==> src/rtl/alu_issue_stage.sv <==
// ID/EX issue stage: decodes RV32 ALU/load/store/beq into ALU controls,
// registers operands, resolves beq from alu_zero and squashes wrong path.
module alu_issue_stage #(
  parameter int CNT_W = 16
) (
  input  logic             clk,
  input  logic             rst_n,
  input  logic             in_valid,
  output logic             in_ready,
  input  logic [6:0]       opcode,
  input  logic [2:0]       funct3,
  input  logic             funct7_5,
  input  logic [31:0]      rs1_data,
  input  logic [31:0]      rs2_data,
  input  logic [31:0]      imm,
  input  logic [31:0]      pc,
  input  logic [4:0]       rd,
  input  logic             flush,
  input  logic             ex_ready,
  input  logic             alu_zero,
  output logic             ex_valid,
  output logic [31:0]      alu_a,
  output logic [31:0]      alu_b,
  output logic [3:0]       alu_op,
  output logic [4:0]       ex_rd,
  output logic             ex_is_branch,
  output logic             branch_taken,
  output logic [31:0]      branch_target,
  output logic             illegal_insn,
  output logic [CNT_W-1:0] taken_count
);

  localparam logic [6:0] OPC_R  = 7'b0110011;
  localparam logic [6:0] OPC_I  = 7'b0010011;
  localparam logic [6:0] OPC_LD = 7'b0000011;
  localparam logic [6:0] OPC_ST = 7'b0100011;
  localparam logic [6:0] OPC_BR = 7'b1100011;

  localparam logic [3:0] ALU_AND = 4'b0000;
  localparam logic [3:0] ALU_OR  = 4'b0001;
  localparam logic [3:0] ALU_ADD = 4'b0010;
  localparam logic [3:0] ALU_SUB = 4'b0110;
  localparam logic [3:0] ALU_SLT = 4'b0111;
  localparam logic [3:0] ALU_BAD = 4'b1111;

  function automatic logic [3:0] alu_fn(
    input logic [2:0] f3,
    input logic       sub
  );
    case (f3)
      3'b000:  return sub ? ALU_SUB : ALU_ADD;
      3'b111:  return ALU_AND;
      3'b110:  return ALU_OR;
      3'b010:  return ALU_SLT;
      default: return ALU_BAD;
    endcase
  endfunction

  logic        is_r;
  logic        is_i;
  logic        is_ls;
  logic        is_br;
  logic [3:0]  dec_op;
  logic        dec_imm;
  logic        dec_br;
  logic        dec_ill;
  logic        accept;
  logic        resolve;
  logic [31:0] tgt_q;

  assign is_r  = (opcode == OPC_R);
  assign is_i  = (opcode == OPC_I);
  assign is_ls = (opcode == OPC_LD) || (opcode == OPC_ST);
  assign is_br = (opcode == OPC_BR);

  always_comb begin
    dec_op  = ALU_BAD;
    dec_imm = 1'b0;
    dec_br  = 1'b0;
    unique case (1'b1)
      is_r: begin
        dec_op = alu_fn(funct3, funct7_5);
      end
      is_i: begin
        dec_op  = alu_fn(funct3, 1'b0);
        dec_imm = 1'b1;
      end
      is_ls: begin
        dec_op  = ALU_ADD;
        dec_imm = 1'b1;
      end
      is_br: begin
        if (funct3 == 3'b000) begin
          dec_op = ALU_SUB;
          dec_br = 1'b1;
        end
      end
      default: ;
    endcase
  end

  assign dec_ill  = (dec_op == ALU_BAD);
  assign in_ready = !ex_valid || ex_ready || branch_taken;
  assign accept   = in_valid && in_ready;
  assign resolve  = ex_valid && ex_is_branch && alu_zero && ex_ready;

  always_ff @(posedge clk) begin
    if (!rst_n) begin
      ex_valid      <= 1'b0;
      alu_a         <= '0;
      alu_b         <= '0;
      alu_op        <= 4'b0000;
      ex_rd         <= '0;
      ex_is_branch  <= 1'b0;
      branch_taken  <= 1'b0;
      branch_target <= '0;
      illegal_insn  <= 1'b0;
      taken_count   <= '0;
      tgt_q         <= '0;
    end else begin
      branch_taken <= 1'b0;
      illegal_insn <= 1'b0;
      if (flush) begin
        ex_valid <= 1'b0;
      end else if (resolve) begin
        branch_taken  <= 1'b1;
        branch_target <= tgt_q;
        ex_valid      <= 1'b0;
        if (taken_count != '1)
          taken_count <= taken_count + 1'b1;
      end else if (branch_taken) begin
        // second wrong-path slot after the redirect
        ex_valid <= 1'b0;
      end else if (accept) begin
        ex_valid     <= !dec_ill;
        illegal_insn <= dec_ill;
        alu_a        <= rs1_data;
        alu_b        <= dec_imm ? imm : rs2_data;
        alu_op       <= dec_op;
        ex_rd        <= rd;
        ex_is_branch <= dec_br;
        tgt_q        <= pc + imm;
      end else if (ex_ready) begin
        ex_valid <= 1'b0;
      end
    end
  end

endmodule

==> config.mk <==
export PLATFORM = sky130hd
export DESIGN_NAME = alu_issue_stage
export DESIGN_NICKNAME = d
export VERILOG_FILES = /design/src/rtl/alu_issue_stage.sv
export SDC_FILE = /design/constraint.sdc
export NUM_CORES = 1
export LEC_CHECK = 0
export ABC_AREA = 1
export CORE_MARGIN = 10
export CORE_UTILIZATION = 52
export CTS_BUF_LIST = sky130_fd_sc_hd__clkbuf_4 sky130_fd_sc_hd__clkbuf_8
export DETAILED_ROUTE_END_ITERATION = 12
export PLACE_DENSITY = 0.86
export SYNTH_ARGS = -nofsm -noshare
export SYNTH_HDL_FRONTEND = slang
export SYNTH_SLANG_ARGS = --single-unit
export TNS_END_PERCENT = 10
==> constraint.sdc <==
create_clock -name clk -period 4.7 [get_ports clk]
set_clock_uncertainty 0.15 [all_clocks]
set_input_delay 0.47 -clock clk [delete_from_list [all_inputs] [get_ports clk]]
set_output_delay 0.47 -clock clk [all_outputs]
set_load 0.01 [all_outputs]
---- Yosys cells after proc, flatten, opt, wreduce, memory -nomap -nowiden ----
Index checks and enable logic that the tools add are counted.
word-level totals
  flip-flop bits (word level) ............. 157
  output and inout port bits .............. 126
cells by class
  muxes and demuxes ....................... 12
  bitwise logic cells ..................... 5
  reductions and logical operators ........ 18
  equal/unequal tests ..................... 10
  add/subtract/negate cells ............... 2
operators with widths
  operator                                                         count
  4-bit one-hot mux with 4 select lines                            3
  32-bit adder                                                     1
  32-bit 2-to-1 mux                                                1
  16-bit by 1-bit adder with 16-bit output, second input constant  1
  16-bit != test, second input constant                            1
  7-bit by 6-bit == test with 1-bit output, second input constant  2
  7-bit by 2-bit == test with 1-bit output, second input constant  1
  7-bit by 5-bit == test with 1-bit output, second input constant  1
  7-bit == test, second input constant                             1
  3-bit == test, second input constant                             2
  1-bit 2-to-1 mux                                                 6
  1-bit NOT                                                        5
  5-bit OR reduction                                               1
  4-bit == test, second input constant                             1
  1-bit logical AND                                                4
  4-bit 2-to-1 mux                                                 1
  4-bit AND reduction                                              1
  2-bit OR reduction                                               2
  4-bit OR reduction                                               1
  3-bit by 2-bit == test with 1-bit output, second input constant  1
  3-bit logical NOT                                                1
  1-bit logical OR                                                 3
  3-bit 2-to-1 mux                                                 1
  3-bit AND reduction                                              1
  3 further kinds                                                  4

---- Logic depth before layout (Yosys ltp) ----
Gate-level depths: netlist of run 1.
  word-level depth ........................ 6
  depth in mapped cells ................... 14
  depth with buffers taken out ............ 14

---- Least setup slack after synthesis of run 1 ----
OpenSTA, ideal clock, no wires.
  path type ............................... input to register
  start point ............................. input port imm[0]
  end point ............................... register tgt_q[28]
  path buffers ............................ 0
  stages .................................. 13
  library setup time ...................... 117 ps
  slack ................................... 2652 ps
  data required time ...................... 4433 ps
  data arrival time ....................... 1781 ps
  cell sequence ........................... ha_1 > inv_1 > fa_1 > inv_1 > nand3_1 > nand3_1 > nand3_1 > nand3_1 > nand2_1 > nand3_1 > nand2_1 > nor2_1 > nor2_1
between the ends
  word-level cells in the longest chain between the ends .. 1
ends and longest elaborated chain
  element               line  text
  from (decl)           15    input logic [31:0] imm,
  32-bit adder          142   tgt_q <= pc + imm;
  to (signal assigned)  142
  to (decl)             69    logic [31:0] tgt_q;
No other way between the ends.
A chain may end at the register's enable or synchronous reset.

---- Worst setup path in the final report of run 1 ----
  start point ............................. input port opcode[3]
  end point ............................... register alu_b[29]
between the ends
  word-level cells in the longest chain between the ends .. 5
  elaborated cells between the ends (all ways) .. 7
ends and longest elaborated chain
  element                                                                                                      line  text
  from (decl)                                                                                                  10    input logic [6:0] opcode,
  7-bit by 2-bit == test with 1-bit output / 7-bit by 6-bit == test with 1-bit output (equally long branches)  73    assign is_ls = (opcode == OPC_LD) || (opcode == OPC_ST);
  1-bit logical OR                                                                                             73
  2-bit OR reduction (no source line) *                                                                        n/a
  1-bit 2-to-1 mux *                                                                                           80    unique case (1'b1)
  32-bit 2-to-1 mux *                                                                                          138   alu_b <= dec_imm ? imm : rs2_data;
  to (signal assigned)                                                                                         138
  to (decl)                                                                                                    23    output logic [31:0] alu_b,
Every way passes the cells marked *; elsewhere a longest branch is shown, timed or not.

==> results of run 1 <==
[worst paths after layout]
| check | slack, ns | from | endpoint | cells after the start |
|---|---|---|---|---|
| min reg2reg | 0.31 | tgt_q[13] | branch_target[13] | 2 |
| min | 0.31 | tgt_q[13] | branch_target[13] | 2 |
| max | 1.90 | opcode[3] | alu_b[29] | 8 |
| max reg2reg | 2.36 | ex_valid | alu_b[4] | 7 |
[per-stage QoR]
step	instance area (um2)	power, mW	utilization, %	hold slack (ns)	instances
CTS	11600	3.09	73.2	0.307	1777
finish	11600	3.08	73.2	0.306	1777
global placement	11200	2.12	70.8	0.291	1745
floorplan	8440	1.82	-	0.280	1302
global route	11600	3.24	73.2	0.325	1777
detailed placement	11200	2.14	70.8	0.299	1745
[layer usage]
| metal | vias to the layer above | GRT usage (%) |
|---|---|---|
| met5 | - | 0 |
| met3 | 66 | 6.87 |
| met4 | 0 | 10.1 |
| met1 | 4084 | 26.6 |
| met2 | 321 | 43.6 |
| li1 | 4603 | - |
[flip-flops by register name (all words and copies together), names as in the netlist]
| register | count |
|---|---|
| alu_b | 32 |
| branch_target | 32 |
| alu_a | 32 |
| taken_count | 16 |
| illegal_insn | 1 |
| ex_valid | 1 |
| tgt_q | 32 |
| alu_op | 4 |
| branch_taken | 1 |
| ex_is_branch | 1 |
| ex_rd | 5 |
[report_power, final]
| group | switching, mW | total (mW) | internal [mW] |
|---|---|---|---|
| Sequential | 0.0278 | 1.42 | 1.39 |
| Combinational | 0.363 | 0.687 | 0.325 |
| Clock | 0.552 | 0.972 | 0.420 |
| Total | 0.943 | 3.08 | 2.14 |
[cells in the final DEF (no fill, tap or decap), drive strengths merged]
| cell | instances |
|---|---|
| clkbuf | 20 |
| nand3b | 3 |
| and2 | 3 |
| inv | 195 |
| o31ai | 1 |
| o21bai | 3 |
| clkinvlp | 3 |
| nand2 | 350 |
| nand4 | 4 |
| nor2 | 163 |
| nand3 | 51 |
| fa | 1 |
| buf | 6 |
| a21o | 1 |
| clkinv | 6 |
| a31o | 1 |
| clkdlybuf4s50 | 274 |
| xnor2 | 8 |
| nor4 | 1 |
| xor2 | 10 |
| ha | 32 |
| nor3 | 7 |
| dfxtp | 157 |
| and3 | 1 |
| a21oi | 90 |
| o21ba | 1 |
| a31oi | 34 |
| o21ai | 133 |
| nor3b | 2 |
[cell type report]
type | instances | area share (%)
Inverter | 192 | 6.22
Multi-Input combinational cell | 900 | 37.1
Tap cell | 216 | 2.32
Timing Repair Buffer | 280 | 24.1
Clock buffer | 20 | 2.37
Clock inverter | 12 | 0.893
Sequential cell | 157 | 27.0
[kinds of logic after synthesis]
| kind of cell | share of synthesized area, % |
|---|---|
| AOI/OAI and AO/OA | 16.4 |
| buffers and inverters | 11.7 |
| adders and majority gates | 4.98 |
| and+or+nand+nor | 27.8 |
| xor gates and xnor gates | 1.87 |
| DFF | 37.2 |
[worst max-delay path: cells and delay by family]
kind,cells,cell delay [ns]
AO/OA/AOI/OAI,1,0.20
buffers and inverters,2,1.14
AND/OR/NAND/NOR,5,1.19
==> impl_metrics.py, run 1 <==
metrics = {
    "run_status": {
        "status": "finished, final reports clean",
    },
    "setup_path": {
        "worst_path_max_delay_cell": "inv_2",
        "crit_path_start_kind": "primary input",
        "path_max_fanout": 33,
        "cp.arrival_ns": 3.04,
        "worstSetupEndpointType": "register",
        "cp_cell_sequence": "clkdlybuf4s50_1 > nor2_1 > nand3_1 > nor2_2 > nand2_1 > inv_2 > nand2_1 > a31oi_1",
        "cpMostUsedCell": "nand2_1",
        "required_ns": 4.94,
        "max_stage_delay_ns": 0.75,
        "criticalPathCategory": "primary input to register",
    },
    "logic_synthesis": {
        "synth_area_leaders": "dfxtp_1 (37%), nand2_1 (16%), inv_1 (8.3%), nor2_1 (7.2%), o21ai_0 (6.8%)",
        "synth_top_area_share_pct": 37.2,
        "synth_edf_count": 0,
        "syn-num-nets": 1485,
        "synthTopCellsByCount": "nand2_1 (349), inv_1 (187), nor2_1 (161)",
        "synth-seq-cells": 157,
        "synth_cells": 1302,
        "async_flop_share_pct": 0,
        "synth_top_area_cell": "dfxtp_1",
        "yosysSeqAreaShare_pct": 37.2,
        "yosysWarnings": 0,
        "yosysMostFrequentCell": "nand2_1",
        "netlist_area_mm2": 0.00844,
        "yosysUniqueCellTypes": 35,
        "synthFlopType": "dfxtp_1",
        "syn_area_per_cell_um2": 6.48,
    },
    "timing": {
        "setup_tns_ns": 0,
        "max_freq_ghz": 0.358,
        "fin_ws_ns": 1.90,
        "fin_crit_ns": 2.80,
        "setup_viol": 0,
        "fin_crit_sh_pct": 59.5,
        "tightest_slew_ns": 1.12,
        "rsz0062_at_grt": "no",
        "slew_headroom_pct": 25.0,
        "maxSlewViolCount": 0,
        "finalHoldViolCount": 0,
    },
    "drt": {
        "via_count": 9074,
        "wl_met1_um": 10600,
        "routed_wl_um": 27000,
        "wl_per_cell_um": 15.2,
        "drc": 0,
        "top_layer": "met4",
        "first_iter_violations": 521,
        "ant_nets": 0,
        "wl_met2_um": 13500,
        "wl_met3_um": 1960,
        "firstDrtPassIters": 5,
        "vias_per_cell": 5.11,
    },
    "cts": {
        "cts_tree": "done",
        "h-tree-depth": 4,
        "cts_inserted_buffers": 17,
        "clk_path_buf_depth": 2,
        "cts_resized": 0,
        "root_buffer": "clkbuf_8",
        "cts_setup_buffers": 0,
        "cts.clk_slew.worst_paths_ns": 0.10,
        "ctsHoldBuffers": 0,
        "clock_sinks": 157,
        "clkLatencyLatePin_ns": 0.46,
    },
    "floorplanning": {
        "coreArea_mm2": 0.0159,
        "die_w_um": 147,
        "std_cell_rows": 46,
        "start_util_pct": 53.1,
        "pin_count": 276,
        "die_h_um": 147,
        "die_area_mm2": 0.0217,
    },
    "global_routing": {
        "grt_antenna_before_repair": 0,
        "grt_remaining_overflow": 0,
        "grt_max_degree": 88,
        "track_usage_pct": 24.5,
        "grt_pass1_vias": 8823,
        "grt_pass1_wl_um": 43800,
    },
    "finish": {
        "antenna_cells": 0,
        "nNetsFinal": 1731,
        "synthToLayoutAreaGrowth_pct": 37.8,
        "fillers": 1346,
        "seq_area_mm2": 0.00314,
        "drive_gt1_share_pct": 3.40,
        "multiInputGateArea_mm2": 0.00431,
    },
    "placed_design": {
        "hpwl_um": 20900,
        "io_buffers": 275,
        "gp_congestion": 0.971,
        "dp_slack_ns": 1.45,
    },
    "pwr": {
        "pwr_density_cell_mw_per_mm2": 265,
        "irDropWorstVdd_v": 0.000184,
        "p_leak_nw": 5.33,
    },
    "hold_path": {
        "hp-class": "register to register",
    },
    "flow_run": {
        "drv_cap": 0,
    },
}
No activity file was read; power rests on OpenSTA's default activity.
==> run 2: changes to the inputs <==
--- a/config.mk
+++ b/config.mk
@@ -7,10 +7,10 @@
 export LEC_CHECK = 0
 export ABC_AREA = 1
 export CORE_MARGIN = 10
-export CORE_UTILIZATION = 52
+export CORE_UTILIZATION = 43
 export CTS_BUF_LIST = sky130_fd_sc_hd__clkbuf_4 sky130_fd_sc_hd__clkbuf_8
 export DETAILED_ROUTE_END_ITERATION = 12
-export PLACE_DENSITY = 0.86
+export PLACE_DENSITY = 0.76
 export SYNTH_ARGS = -nofsm -noshare
 export SYNTH_HDL_FRONTEND = slang
 export SYNTH_SLANG_ARGS = --single-unit
==> constraint.sdc (replaced) <==
create_clock -name clk -period 2.4 [get_ports clk]
set_clock_uncertainty 0.15 [all_clocks]
set_input_delay 0.24 -clock clk [delete_from_list [all_inputs] [get_ports clk]]
set_output_delay 0.24 -clock clk [all_outputs]
set_load 0.01 [all_outputs]
==> run 2 against run 1 <==
First-iteration DRC count rose by 19%. Register-to-register slack worse by 2.1 ns. Critical path depth rose by 1. Critical path type is now register to register. Critical endpoint is now taken_count[6]. Highest routed layer unchanged.
==> impl_metrics.py, run 2 (same netlist as run 1, synthesis figures left out) <==
metrics = {
    "drt": {
        "via_count": 9100,
        "drc": 0,
        "ant_nets": 0,
        "vias_per_cell": 4.87,
        "routed_wl_um": 27800,
        "first_iter_violations": 618,
        "wl_per_cell_um": 14.9,
        "firstDrtPassIters": 5,
    },
    "setup_path": {
        "cpMostUsedCell": "nand3_1",
        "path_max_fanout": 16,
        "r2r-end": "taken_count[6]",
        "crit_path_start_kind": "register",
        "worst_path_max_delay_cell": "dfxtp_1",
        "cp.arrival_ns": 2.38,
        "crit_family": "simple AND/OR/NAND/NOR gates",
        "reg2reg_depth": 9,
        "path_buf_inv": 1,
        "worstSetupEndpointType": "register",
        "max_stage_delay_ns": 0.45,
        "required_ns": 2.66,
        "cp_cell_sequence": "ha_1 > nand3_1 > nor2_1 > nand3_1 > nand2_4 > inv_2 > nand2_1 > o21ai_0 > a21oi_1",
        "criticalPathCategory": "register to register",
        "reg2reg_slack_ns": 0.28,
        "regToRegStartpoint": "taken_count[0]",
    },
    "finish": {
        "synthToLayoutAreaGrowth_pct": 43.4,
        "most-common-layout-cells": "nand2_1 (348), clkdlybuf4s50_1 (274), inv_1 (187), nor2_1 (161), dfxtp_1 (157)",
        "final_common_cell": "nand2_1",
        "instances_no_fill": 1868,
        "final_util_pct": 62.4,
        "nNetsFinal": 1773,
        "antenna_cells": 0,
        "drive_gt1_share_pct": 5.93,
    },
    "cts": {
        "cts_tree": "done",
        "ctsHoldBuffers": 0,
        "clk_path_buf_depth": 2,
        "clock_sinks": 157,
        "root_buffer": "clkbuf_8",
        "h-tree-depth": 4,
        "cts.clk_slew.worst_paths_ns": 0.10,
        "cts_inserted_buffers": 17,
        "cts_setup_buffers": 0,
        "clkLatencyLatePin_ns": 0.47,
        "cts_resized": 0,
    },
    "hold_path": {
        "min_path_cells": 3,
        "hp-class": "primary input to register",
        "hp-start": "rst_n",
        "holdPathEnd": "branch_taken",
    },
    "global_routing": {
        "grt_remaining_overflow": 0,
        "grt_pass1_vias": 8906,
        "track_usage_pct": 21.2,
        "grt_antenna_before_repair": 0,
        "grt_max_degree": 122,
        "grt_pass1_wl_um": 45200,
    },
    "floorplanning": {
        "die_h_um": 160,
        "die_area_mm2": 0.0256,
        "die_w_um": 160,
        "coreArea_mm2": 0.0194,
        "std_cell_rows": 51,
        "pin_count": 276,
        "start_util_pct": 43.5,
    },
    "timing": {
        "max_freq_ghz": 0.471,
        "hold_ws_ns": 0.0500,
        "maxSlewViolCount": 0,
        "finalHoldViolCount": 0,
        "slew_headroom_pct": 68.3,
        "rsz0062_at_grt": "no",
        "fin_crit_ns": 2.12,
        "setup_viol": 0,
        "fin_crit_sh_pct": 88.5,
        "tightest_slew_ns": 0.475,
    },
    "pwr": {
        "irDropWorstVdd_v": 0.000321,
        "p_leak_nw": 5.57,
        "pwr_density_cell_mw_per_mm2": 514,
    },
    "placed_design": {
        "hpwl_um": 21800,
        "gp_congestion": 0.901,
        "io_buffers": 275,
        "dp_cells": 1836,
    },
    "run_status": {
        "status": "finished, final reports clean",
    },
    "flow_run": {
        "drv_cap": 0,
    },
}
[run 2: changes by cell type in the layout (fill, tap and decap cells not counted), sizes merged]
cell      delta
inv          +4
buf         +42
clkbuf       -3
clkinvlp     -1
[run 2: worst reg2reg max path, cell delays in order (launching register included)]
cell	delay (ns)
dfxtp_1	0.45
ha_1	0.23
nand3_1	0.12
nor2_1	0.24
nand3_1	0.19
nand2_4	0.21
inv_2	0.16
nand2_1	0.11
o21ai_0	0.08
a21oi_1	0.14
[run 2: layer usage]
| layer | share of wire (%) | vias to the layer above | global-route usage [%] | wire [um] |
|---|---|---|---|---|
| met2 | 49 | 270 | 37.7 | 13800 |
| met3 | 6.4 | 45 | 5.12 | 1800 |
| met1 | 41 | 4096 | 24.1 | 11500 |
| met5 | 0 | - | 0 | 0 |
| li1 | - | 4689 | - | - |
| met4 | 2.6 | 0 | 7.68 | 731 |
[run 2: worst max path at each step]
| stage | endpoint | slack [ns] | cells after the start | from |
|---|---|---|---|---|
| after floorplan | tgt_q[28] | 0.58 | 13 | imm[0] |
| after global placement | tgt_q[28] | -0.09 | 14 | pc[0] |
| after detailed placement | tgt_q[28] | -0.10 | 14 | imm[0] |
| after CTS | taken_count[6] | 0.24 | 9 | taken_count[0] |
| after global routing | taken_count[0] | 0.08 | 8 | taken_count[0] |
| final | taken_count[6] | 0.28 | 9 | taken_count[0] |
[run 2: final cells by class]
| cell class | instances | area [um2] |
|---|---|---|
| Timing Repair Buffer | 322 | 3190 |
| Inverter | 192 | 723 |
| Multi-Input combinational cell | 900 | 4320 |
| Clock buffer | 17 | 234 |
| Tap cell | 265 | 332 |
| Clock inverter | 15 | 164 |
| Fill cell | 1858 | 7290 |
| Sequential cell | 157 | 3140 |
[run 2: metrics by stage]
stage               setup WS (ns)  cell area (um2)  power, mW  TNS (ns)
finish                      0.277            12100       6.22         0
global route               0.0801            12100       6.56         0
CTS                         0.239            12100       6.27         0
detailed placement         -0.104            11700       4.29    -0.607
global placement          -0.0855            11700       4.27    -0.400
floorplan                   0.582             8440       3.56         0
[run 2: report_power, final]
| part | internal [mW] | total [mW] | leakage (nW) | switching, mW |
|---|---|---|---|---|
| logic | 0.714 | 1.45 | 4.09 | 0.736 |
| clock network | 0.782 | 1.99 | 0.193 | 1.21 |
| registers | 2.73 | 2.78 | 1.29 | 0.0515 |
==> run 3: changes to the inputs <==
--- a/config.mk
+++ b/config.mk
@@ -6,11 +6,14 @@
 export NUM_CORES = 1
 export LEC_CHECK = 0
 export ABC_AREA = 1
+export CORE_ASPECT_RATIO = 0.6
 export CORE_MARGIN = 10
 export CORE_UTILIZATION = 43
 export CTS_BUF_LIST = sky130_fd_sc_hd__clkbuf_4 sky130_fd_sc_hd__clkbuf_8
 export DETAILED_ROUTE_END_ITERATION = 12
 export PLACE_DENSITY = 0.76
+export SETUP_SLACK_MARGIN = 0.3
+export SKIP_CTS_REPAIR_TIMING = 1
 export SYNTH_ARGS = -nofsm -noshare
 export SYNTH_HDL_FRONTEND = slang
 export SYNTH_SLANG_ARGS = --single-unit
==> run 3 against run 2 <==
The flow now finishes with violations (negative hold slack). Total power up 2.3%. First-iteration DRC count increased by 19%. Core utilization rose by 1.1 points. Cell count up 0.27%. Global-route usage increased by 2.3 points. Fmax increased by 1.6%. Via count increased by 2.1%. Die area grew 0.72%. Worst hold slack lost 0.057 ns. Critical path depth shrank 7. Combinational power rose by 5%. Non-clock buffer count grew 3. Critical path type is now register to output pin.
==> impl_metrics.py, run 3 (same netlist as run 1, synthesis figures left out) <==
metrics = {
    "finish": {
        "most-common-layout-cells": "nand2_1 (347), clkdlybuf4s50_1 (274), inv_1 (187), nor2_1 (160), dfxtp_1 (156)",
        "synthToLayoutAreaGrowth_pct": 44.0,
        "drive_gt1_share_pct": 6.54,
        "final_area_mm2": 0.0122,
        "nNetsFinal": 1776,
        "fillers": 1789,
        "multiInputGateArea_mm2": 0.00433,
        "final_common_cell": "nand2_1",
        "seq_area_mm2": 0.00314,
        "instances_no_fill": 1873,
    },
    "setup_path": {
        "regToRegStartpoint": "branch_taken",
        "crit_path_start_kind": "register",
        "criticalPathCategory": "register to output pin",
        "required_ns": 2.01,
        "worstSetupEndpointType": "output pin",
        "path_max_fanout": 3,
        "cp.arrival_ns": 1.70,
        "startpoint": "branch_taken",
    },
    "timing": {
        "rsz0062_at_grt": "yes",
        "max_freq_ghz": 0.479,
        "fin_ws_ns": 0.311,
        "setup_viol": 0,
        "fin_crit_sh_pct": 87.0,
        "maxSlewViolCount": 0,
        "fin_crit_ns": 2.09,
        "tightest_slew_ns": 0.419,
        "finalHoldViolCount": 1,
        "slew_headroom_pct": 72.1,
        "hold_ws_ns": -0.00743,
    },
    "pwr": {
        "pwr_density_cell_mw_per_mm2": 524,
        "finalPower_mw": 6.36,
        "p_leak_nw": 5.60,
        "irDropWorstVdd_v": 0.000573,
    },
    "cts": {
        "clk_path_buf_depth": 2,
        "cts_inserted_buffers": 17,
        "clkLatencyLatePin_ns": 0.48,
        "cts.clk_slew.worst_paths_ns": 0.10,
        "h-tree-depth": 4,
        "clock_sinks": 157,
        "root_buffer": "clkbuf_8",
        "cts_tree": "done",
    },
    "floorplanning": {
        "die_w_um": 201,
        "start_util_pct": 44.1,
        "die_h_um": 129,
        "std_cell_rows": 39,
        "pin_count": 276,
        "die_area_mm2": 0.0258,
        "coreArea_mm2": 0.0191,
    },
    "drt": {
        "firstDrtPassIters": 6,
        "wl_per_cell_um": 16.8,
        "drc": 0,
        "vias_per_cell": 4.96,
        "first_iter_violations": 736,
        "ant_nets": 0,
        "via_count": 9294,
        "routed_wl_um": 31600,
    },
    "placed_design": {
        "hpwl_um": 25000,
        "dp_slack_ns": -0.0912,
        "dpl_cell_area_mm2": 0.0117,
        "io_buffers": 275,
        "dp_cells": 1840,
        "gp_congestion": 1.01,
    },
    "global_routing": {
        "grt_remaining_overflow": 0,
        "grt_max_degree": 94,
        "grt_antenna_before_repair": 2,
        "track_usage_pct": 23.6,
        "grt_pass1_wl_um": 48500,
        "grt_pass1_vias": 8575,
    },
    "run_status": {
        "violations": "negative hold slack",
        "status": "finished with violations",
    },
    "flow_run": {
        "drv_cap": 0,
    },
    "hold_path": {
        "hp-start": "rst_n",
        "hp-class": "primary input to register",
    },
}
==> run 3: layout make-up <==
class	instances	share of cell area, %
antenna	1	0.0206
clock buffer	17	1.93
clock inverter	15	1.40
inverter	192	5.95
multi-input combinational	900	35.7
sequential	157	25.9
tap	266	2.74
timing repair buffer	325	26.4
==> run 3: critical path, stage by stage (launching register included) <==
cell	delay (ns)
dfxtp_1	0.48
nand3b_1	0.19
clkdlybuf4s50_1	0.56
==> run 3: report_power, final <==
group / internal (mW) / switching [mW]
registers: 2.73 / 0.0553
logic: 0.725 / 0.793
clock network: 0.881 / 1.18
total: 4.33 / 2.03
==> run 3: worst paths after layout <==
check                           to  slack (ns)  cells past startpoint
setup reg to reg         alu_b[14]        0.41                      8
hold / removal           tgt_q[31]      -0.007                      5
hold reg to reg   branch_target[6]        0.31                      2
setup / recovery          in_ready        0.31                      2
==> run 3: per-layer routing <==
layer	track usage [%]	vias up	part of all wire [%]
met5	0	-	0.041
met4	3.86	2	0.74
met3	10.8	23	13
met2	33.2	410	40
met1	32.5	4168	47
li1	-	4691	-
==> run 3: stage by stage <==
stage          util, %  setup TNS (ns)
6_report          63.5               0
5_1_grt           63.5               0
3_5_place_dp      61.3          -0.855
2_1_floorplan        -               0
4_1_cts           63.4               0
3_3_place_gp      61.3          -0.264
